$ cat src/rtl/register_file_mp.sv
// Multi-port integer register file with optional writeback bypass and a
// per-register busy scoreboard; x0 reads as zero and is never busy.
module register_file_mp #(
    parameter int NUM_READ   = 2,
    parameter int NUM_WRITE  = 2,
    parameter int DATA_WIDTH = 32,
    parameter int NUM_REGS   = 32,
    parameter int BYPASS     = 1
) (
    input  logic                             clk,
    input  logic                             rst_n,
    input  logic [NUM_READ*$clog2(NUM_REGS)-1:0]  rs_addr_i,
    output logic [NUM_READ*DATA_WIDTH-1:0]   rs_data_o,
    output logic [NUM_READ-1:0]              rs_busy_o,
    input  logic [NUM_WRITE-1:0]             wr_en_i,
    input  logic [NUM_WRITE*$clog2(NUM_REGS)-1:0] wr_addr_i,
    input  logic [NUM_WRITE*DATA_WIDTH-1:0]  wr_data_i,
    input  logic                             issue_en_i,
    input  logic [$clog2(NUM_REGS)-1:0]      issue_addr_i,
    input  logic                             flush_i
);

    localparam int AW = $clog2(NUM_REGS);

    logic [AW-1:0]         wr_addr [NUM_WRITE];
    logic [DATA_WIDTH-1:0] wr_data [NUM_WRITE];
    logic [NUM_WRITE-1:0]  wr_eff;

    logic [DATA_WIDTH-1:0] regs [NUM_REGS];
    logic [NUM_REGS-1:0]   busy;
    logic [NUM_REGS-1:0]   busy_nxt;

    for (genvar j = 0; j < NUM_WRITE; j++) begin : g_wr
        assign wr_addr[j] = wr_addr_i[j*AW +: AW];
        assign wr_data[j] = wr_data_i[j*DATA_WIDTH +: DATA_WIDTH];
        assign wr_eff[j]  = wr_en_i[j] && (wr_addr_i[j*AW +: AW] != '0);
    end

    // Ascending port order lets the highest-index port override on conflicts.
    always_ff @(posedge clk or negedge rst_n) begin
        if (!rst_n) begin
            for (int r = 0; r < NUM_REGS; r++) begin
                regs[r] <= '0;
            end
        end else begin
            for (int j = 0; j < NUM_WRITE; j++) begin
                if (wr_eff[j]) begin
                    regs[wr_addr[j]] <= wr_data[j];
                end
            end
        end
    end

    // Writes clear, issue sets over a same-cycle write, flush overrides both.
    always_comb begin
        busy_nxt = busy;
        for (int j = 0; j < NUM_WRITE; j++) begin
            if (wr_eff[j]) begin
                busy_nxt[wr_addr[j]] = 1'b0;
            end
        end
        if (issue_en_i && (issue_addr_i != '0)) begin
            busy_nxt[issue_addr_i] = 1'b1;
        end
        if (flush_i) begin
            busy_nxt = '0;
        end
        busy_nxt[0] = 1'b0;
    end

    always_ff @(posedge clk or negedge rst_n) begin
        if (!rst_n) begin
            busy <= '0;
        end else begin
            busy <= busy_nxt;
        end
    end

    for (genvar k = 0; k < NUM_READ; k++) begin : g_rd
        logic [AW-1:0]         addr;
        logic                  hit;
        logic [DATA_WIDTH-1:0] fwd;
        logic [DATA_WIDTH-1:0] data;
        logic                  bsy;

        assign addr = rs_addr_i[k*AW +: AW];

        always_comb begin
            hit = 1'b0;
            fwd = '0;
            for (int j = 0; j < NUM_WRITE; j++) begin
                if (wr_eff[j] && (wr_addr[j] == addr)) begin
                    hit = 1'b1;
                    fwd = wr_data[j];
                end
            end
        end

        // Outputs are forced to zero during reset so a bypassed write cannot leak out.
        always_comb begin
            data = regs[addr];
            bsy  = busy[addr];
            if ((BYPASS != 0) && hit) begin
                data = fwd;
                bsy  = 1'b0;
            end
            if (!rst_n || (addr == '0)) begin
                data = '0;
                bsy  = 1'b0;
            end
        end

        assign rs_data_o[k*DATA_WIDTH +: DATA_WIDTH] = data;
        assign rs_busy_o[k] = bsy;
    end

endmodule

$ cat config.mk
export PLATFORM = sky130hd
export DESIGN_NAME = register_file_mp
export DESIGN_NICKNAME = d
export VERILOG_FILES = /design/src/rtl/register_file_mp.sv
export SDC_FILE = /design/constraint.sdc
export NUM_CORES = 2
export LEC_CHECK = 0
export CORE_MARGIN = 5
export CORE_UTILIZATION = 53
export DETAILED_ROUTE_END_ITERATION = 16
export PLACE_DENSITY = 0.73
export SLEW_MARGIN = 20
export SYNTH_ARGS = -nofsm -noshare
export SYNTH_HDL_FRONTEND = slang
export SYNTH_SLANG_ARGS = --single-unit
$ cat constraint.sdc
create_clock -name clk -period 2.95 [get_ports clk]
set_input_delay 0.59 -clock clk [delete_from_list [all_inputs] [get_ports clk]]
set_output_delay 0.59 -clock clk [all_outputs]
set_load 0.01 [all_outputs]
==> flow_metrics.py <==
metrics = {
    "die": {
        "die-area_mm2": 0.134,
        "die_h_um": 366,
        "core_mm2": 0.126,
        "row_count": 130,
        "initial_core_util_pct": 53.4,
        "pin_count": 161,
        "die_w_um": 366,
    },
    "synthesis": {
        "ys_seq_area_share_pct": 39.3,
        "synth.distinct_cells": 61,
        "syn_nets": 6536,
        "synth_xor_area_share_pct": 0.261,
        "ys.flop_type": "dfrtp_1",
        "yosys-top-cells-area": "dfrtp_1 39%, mux2i_1 17%, mux4_2 15%, a21oi_1 4.4%, nor2_1 3.1%",
        "ys_ff_latch": 1055,
        "synth_area_leader_cell": "dfrtp_1",
        "synth_area_mm2": 0.0672,
        "synth_top_family_by_area": "multiplexers",
        "syn_area_per_cell_um2": 10.4,
        "synthSimpleGateAreaFrac_pct": 8.01,
        "async_flop_share_pct": 100,
        "synth_edf_count": 0,
        "synth_top_area_share_pct": 39.3,
        "ys_warn_count": 0,
        "synth-compound-area-share_pct": 13.2,
        "muxShareOfSynthArea_pct": 33.5,
        "synthAdderAreaFrac_pct": 0,
        "netlist_instances": 6441,
    },
    "routing": {
        "highest_layer": "met5",
        "dr.pass1.iters": 7,
        "drt_iter0_markers": 10500,
        "postRouteAntennaNets": 0,
        "finalWirelength_mm": 282,
        "wl_per_cell_um": 33.4,
        "routed_via_density": 7.20,
        "wl_met1_mm": 96.1,
        "route.met2.wl_mm": 116,
        "vias": 60700,
        "drc_errors": 0,
        "met3_length_mm": 46.2,
    },
    "sta": {
        "rsz0062_at_grt": "yes",
        "fin_crit_sh_pct": 114,
        "setup_viol": 66,
        "final_hold_viol_count": 0,
        "fmax_mhz": 297,
        "min_period_ns": 3.37,
        "tns_ns": -16.11,
        "finalMaxSlewViolations": 0,
        "max_slew_margin_pct": 25.8,
        "skew_ns": 0,
        "worstMarginPinSlew_ns": 1.11,
        "fin_ws_ns": -0.421,
    },
    "setup_path": {
        "slowest_stage": "mux4_2",
        "reg2regPathDepth": 4,
        "path_max_fanout": 2,
        "worstPathArrival_ns": 2.78,
        "crit_required_ns": 2.36,
        "r2r_slack_ns": 1.94,
        "critPathCaptureType": "output pin",
        "crit-reg2reg-launch": "regs[8]",
        "startpoint_type": "flip-flop",
        "r2r-end": "regs[8]",
        "criticalPathCategory": "reg -> out",
        "slowest_delay_ns": 0.49,
        "crit_path_cell_trace": "mux4_2, a22oi_2, o21ai_2, a221o_1, o221a_1, buf_2",
    },
    "global_routing": {
        "grt_use_total_pct": 40.6,
        "grt.overflow.total": 0,
        "grt_max_degree": 173,
        "grt_antenna_before_repair": 14,
        "grt_pass1_vias": 59900,
        "grt_pass1_wl_mm": 405,
    },
    "placed_design": {
        "dp_worst_setup_slack_ns": -0.971,
        "gp_congestion": 0.978,
        "port-buffer-count": 160,
        "dpl_cell_area_mm2": 0.0756,
        "dpl.hpwl_mm": 181,
    },
    "pwr": {
        "ir_drop_mv": 0.516,
        "power.leakage_nw": 36.7,
        "power_density_mw_per_mm2": 621,
    },
    "job": {
        "maxCapViolCount": 0,
    },
    "worst_hold_path": {
        "hold_path.class": "in -> async",
    },
    "clocking": {
        "cts_hold_buffers": 0,
        "ctsHtreeMaxLevel": 3,
        "numCtsBuffers": 115,
        "clkSlewWorstSetupHoldPaths_ns": 0.07,
        "cts.sinks": 1055,
        "clock_path_buffers": 3,
        "root_buffer": "clkbuf_16",
        "clock_latency_ns": 0.75,
        "cts_tree": "yes",
    },
    "status": {
        "status": "finished with violations",
        "violations": "setup timing",
    },
    "finish": {
        "nFillCells": 9171,
        "final_nets": 6778,
        "fin_area_mm2": 0.0826,
        "area_delta_synth_final_pct": 23.0,
        "layout-drive-gt1-share_pct": 29.5,
    },
}
==> through the flow <==
step	total power [mW]	std cells	hold WS (ns)	util [%]
after floorplan	29.3	6441	0.294	-
after global placement	33.6	8103	0.378	60.1
after detailed placement	34.4	8103	0.384	60.1
after CTS	50.3	8370	0.0756	64.7
after global routing	53.1	8426	0.0987	65.7
final	51.3	8435	0.0211	65.7
==> worst max-delay path by stage <==
stage / startpoint / endpoint / slack (ns) / depth (start not counted)
floorplan: rs_addr_i[2] / rs_data_o[14] / 0.15 / 8
global placement: wr_addr_i[2] / rs_data_o[46] / -0.98 / 11
detailed placement: wr_addr_i[2] / rs_data_o[34] / -0.97 / 11
CTS: busy[13] / rs_busy_o[0] / -0.39 / 6
global route: regs[8] / rs_data_o[40] / -0.44 / 6
finish: regs[8] / rs_data_o[40] / -0.42 / 6
==> Yosys cell counts, drive strengths merged (35+ instances only) <==
cell type / number
a21oi: 590
buf: 297
o21ai: 669
and2: 40
nor2b: 37
nor2: 567
mux2i: 1129
a211oi: 35
mux2: 65
mux4: 465
nor3: 38
a22oi: 96
nand2: 543
a221oi: 61
clkbuf: 534
dfrtp: 1055
==> state kept, by name, summed over array words and instances, names as in the netlist <==
register and flops:
regs 1024, busy 31
==> report_power, final <==
part | internal [mW] | total [mW] | switching, mW
logic | 7.80 | 14.8 | 6.95
clock network | 8.85 | 15.4 | 6.50
registers | 18.1 | 21.2 | 3.08
==> repair_timing <==
| item | in CTS | in global routing |
|---|---|---|
| setup endpoints to repair | 66 | 66 |
| pin swaps | 204 | 78 |
| buffers inserted | 53 | 58 |
| gates cloned | 11 | 5 |
| hold endpoints to repair | 0 | 0 |
| resized for setup | 631 | 145 |
==> critical path, delay by kind of cell (launching register included) <==
| kind | cells | cell delay (ns) |
|---|---|---|
| AOI/OAI and AO/OA | 4 | 0.97 |
| muxes | 1 | 0.49 |
| DFF | 1 | 0.41 |
| buffers and inverters | 1 | 0.16 |
==> cell type report <==
cell class	count	area, µm²	area share [%]
Clock inverter	46	568	0.688
Inverter	8	36.3	0.0439
Sequential cell	1055	26400	32.0
Clock buffer	164	3360	4.06
Antenna cell	9	22.5	0.0273
Tap cell	1650	2060	2.50
Multi-Input combinational cell	4547	39100	47.4
Timing Repair Buffer	956	11000	13.3
==> routing by layer <==
| metal | GRT usage (%) | up-vias |
|---|---|---|
| li1 | - | 24000 |
| met3 | 17.5 | 1467 |
| met2 | 56.2 | 5409 |
| met1 | 51.0 | 29900 |
| met5 | 0 | - |
| met4 | 28.4 | 12 |
==> cell usage in the layout, fill, tap and decap left out, drive strengths merged, types with 9 or more instances in the layout <==
master | synthesis | routed
a211oi | 35 | 35
a211o | 30 | 30
nand2 | 543 | 543
o21ai | 669 | 669
nor2b | 37 | 37
o22ai | 31 | 31
mux2i | 1129 | 1129
a22o | 31 | 31
nor2 | 567 | 567
clkbuf | 534 | 170
dfrtp | 1055 | 1055
nor3 | 38 | 38
buf | 297 | 866
mux2 | 65 | 65
diode | 0 | 9
xor2 | 10 | 10
clkdlybuf4s50 | 0 | 72
inv | 8 | 10
a221oi | 61 | 61
clkinv | 0 | 29
nand3b | 21 | 21
xnor2 | 10 | 10
and2 | 40 | 40
bufinv | 0 | 11
a22oi | 96 | 96
a21oi | 590 | 590
mux4 | 465 | 465
==> cells by family after synthesis <==
family | after synthesis
AND/OR/NAND/NOR | 1295
flip-flops | 1055
XOR/XNOR | 20
multiplexers | 1659
AO/OA/AOI/OAI | 1573
buffers and inverters | 839
Note: power is estimated with default switching activity, not from simulation.
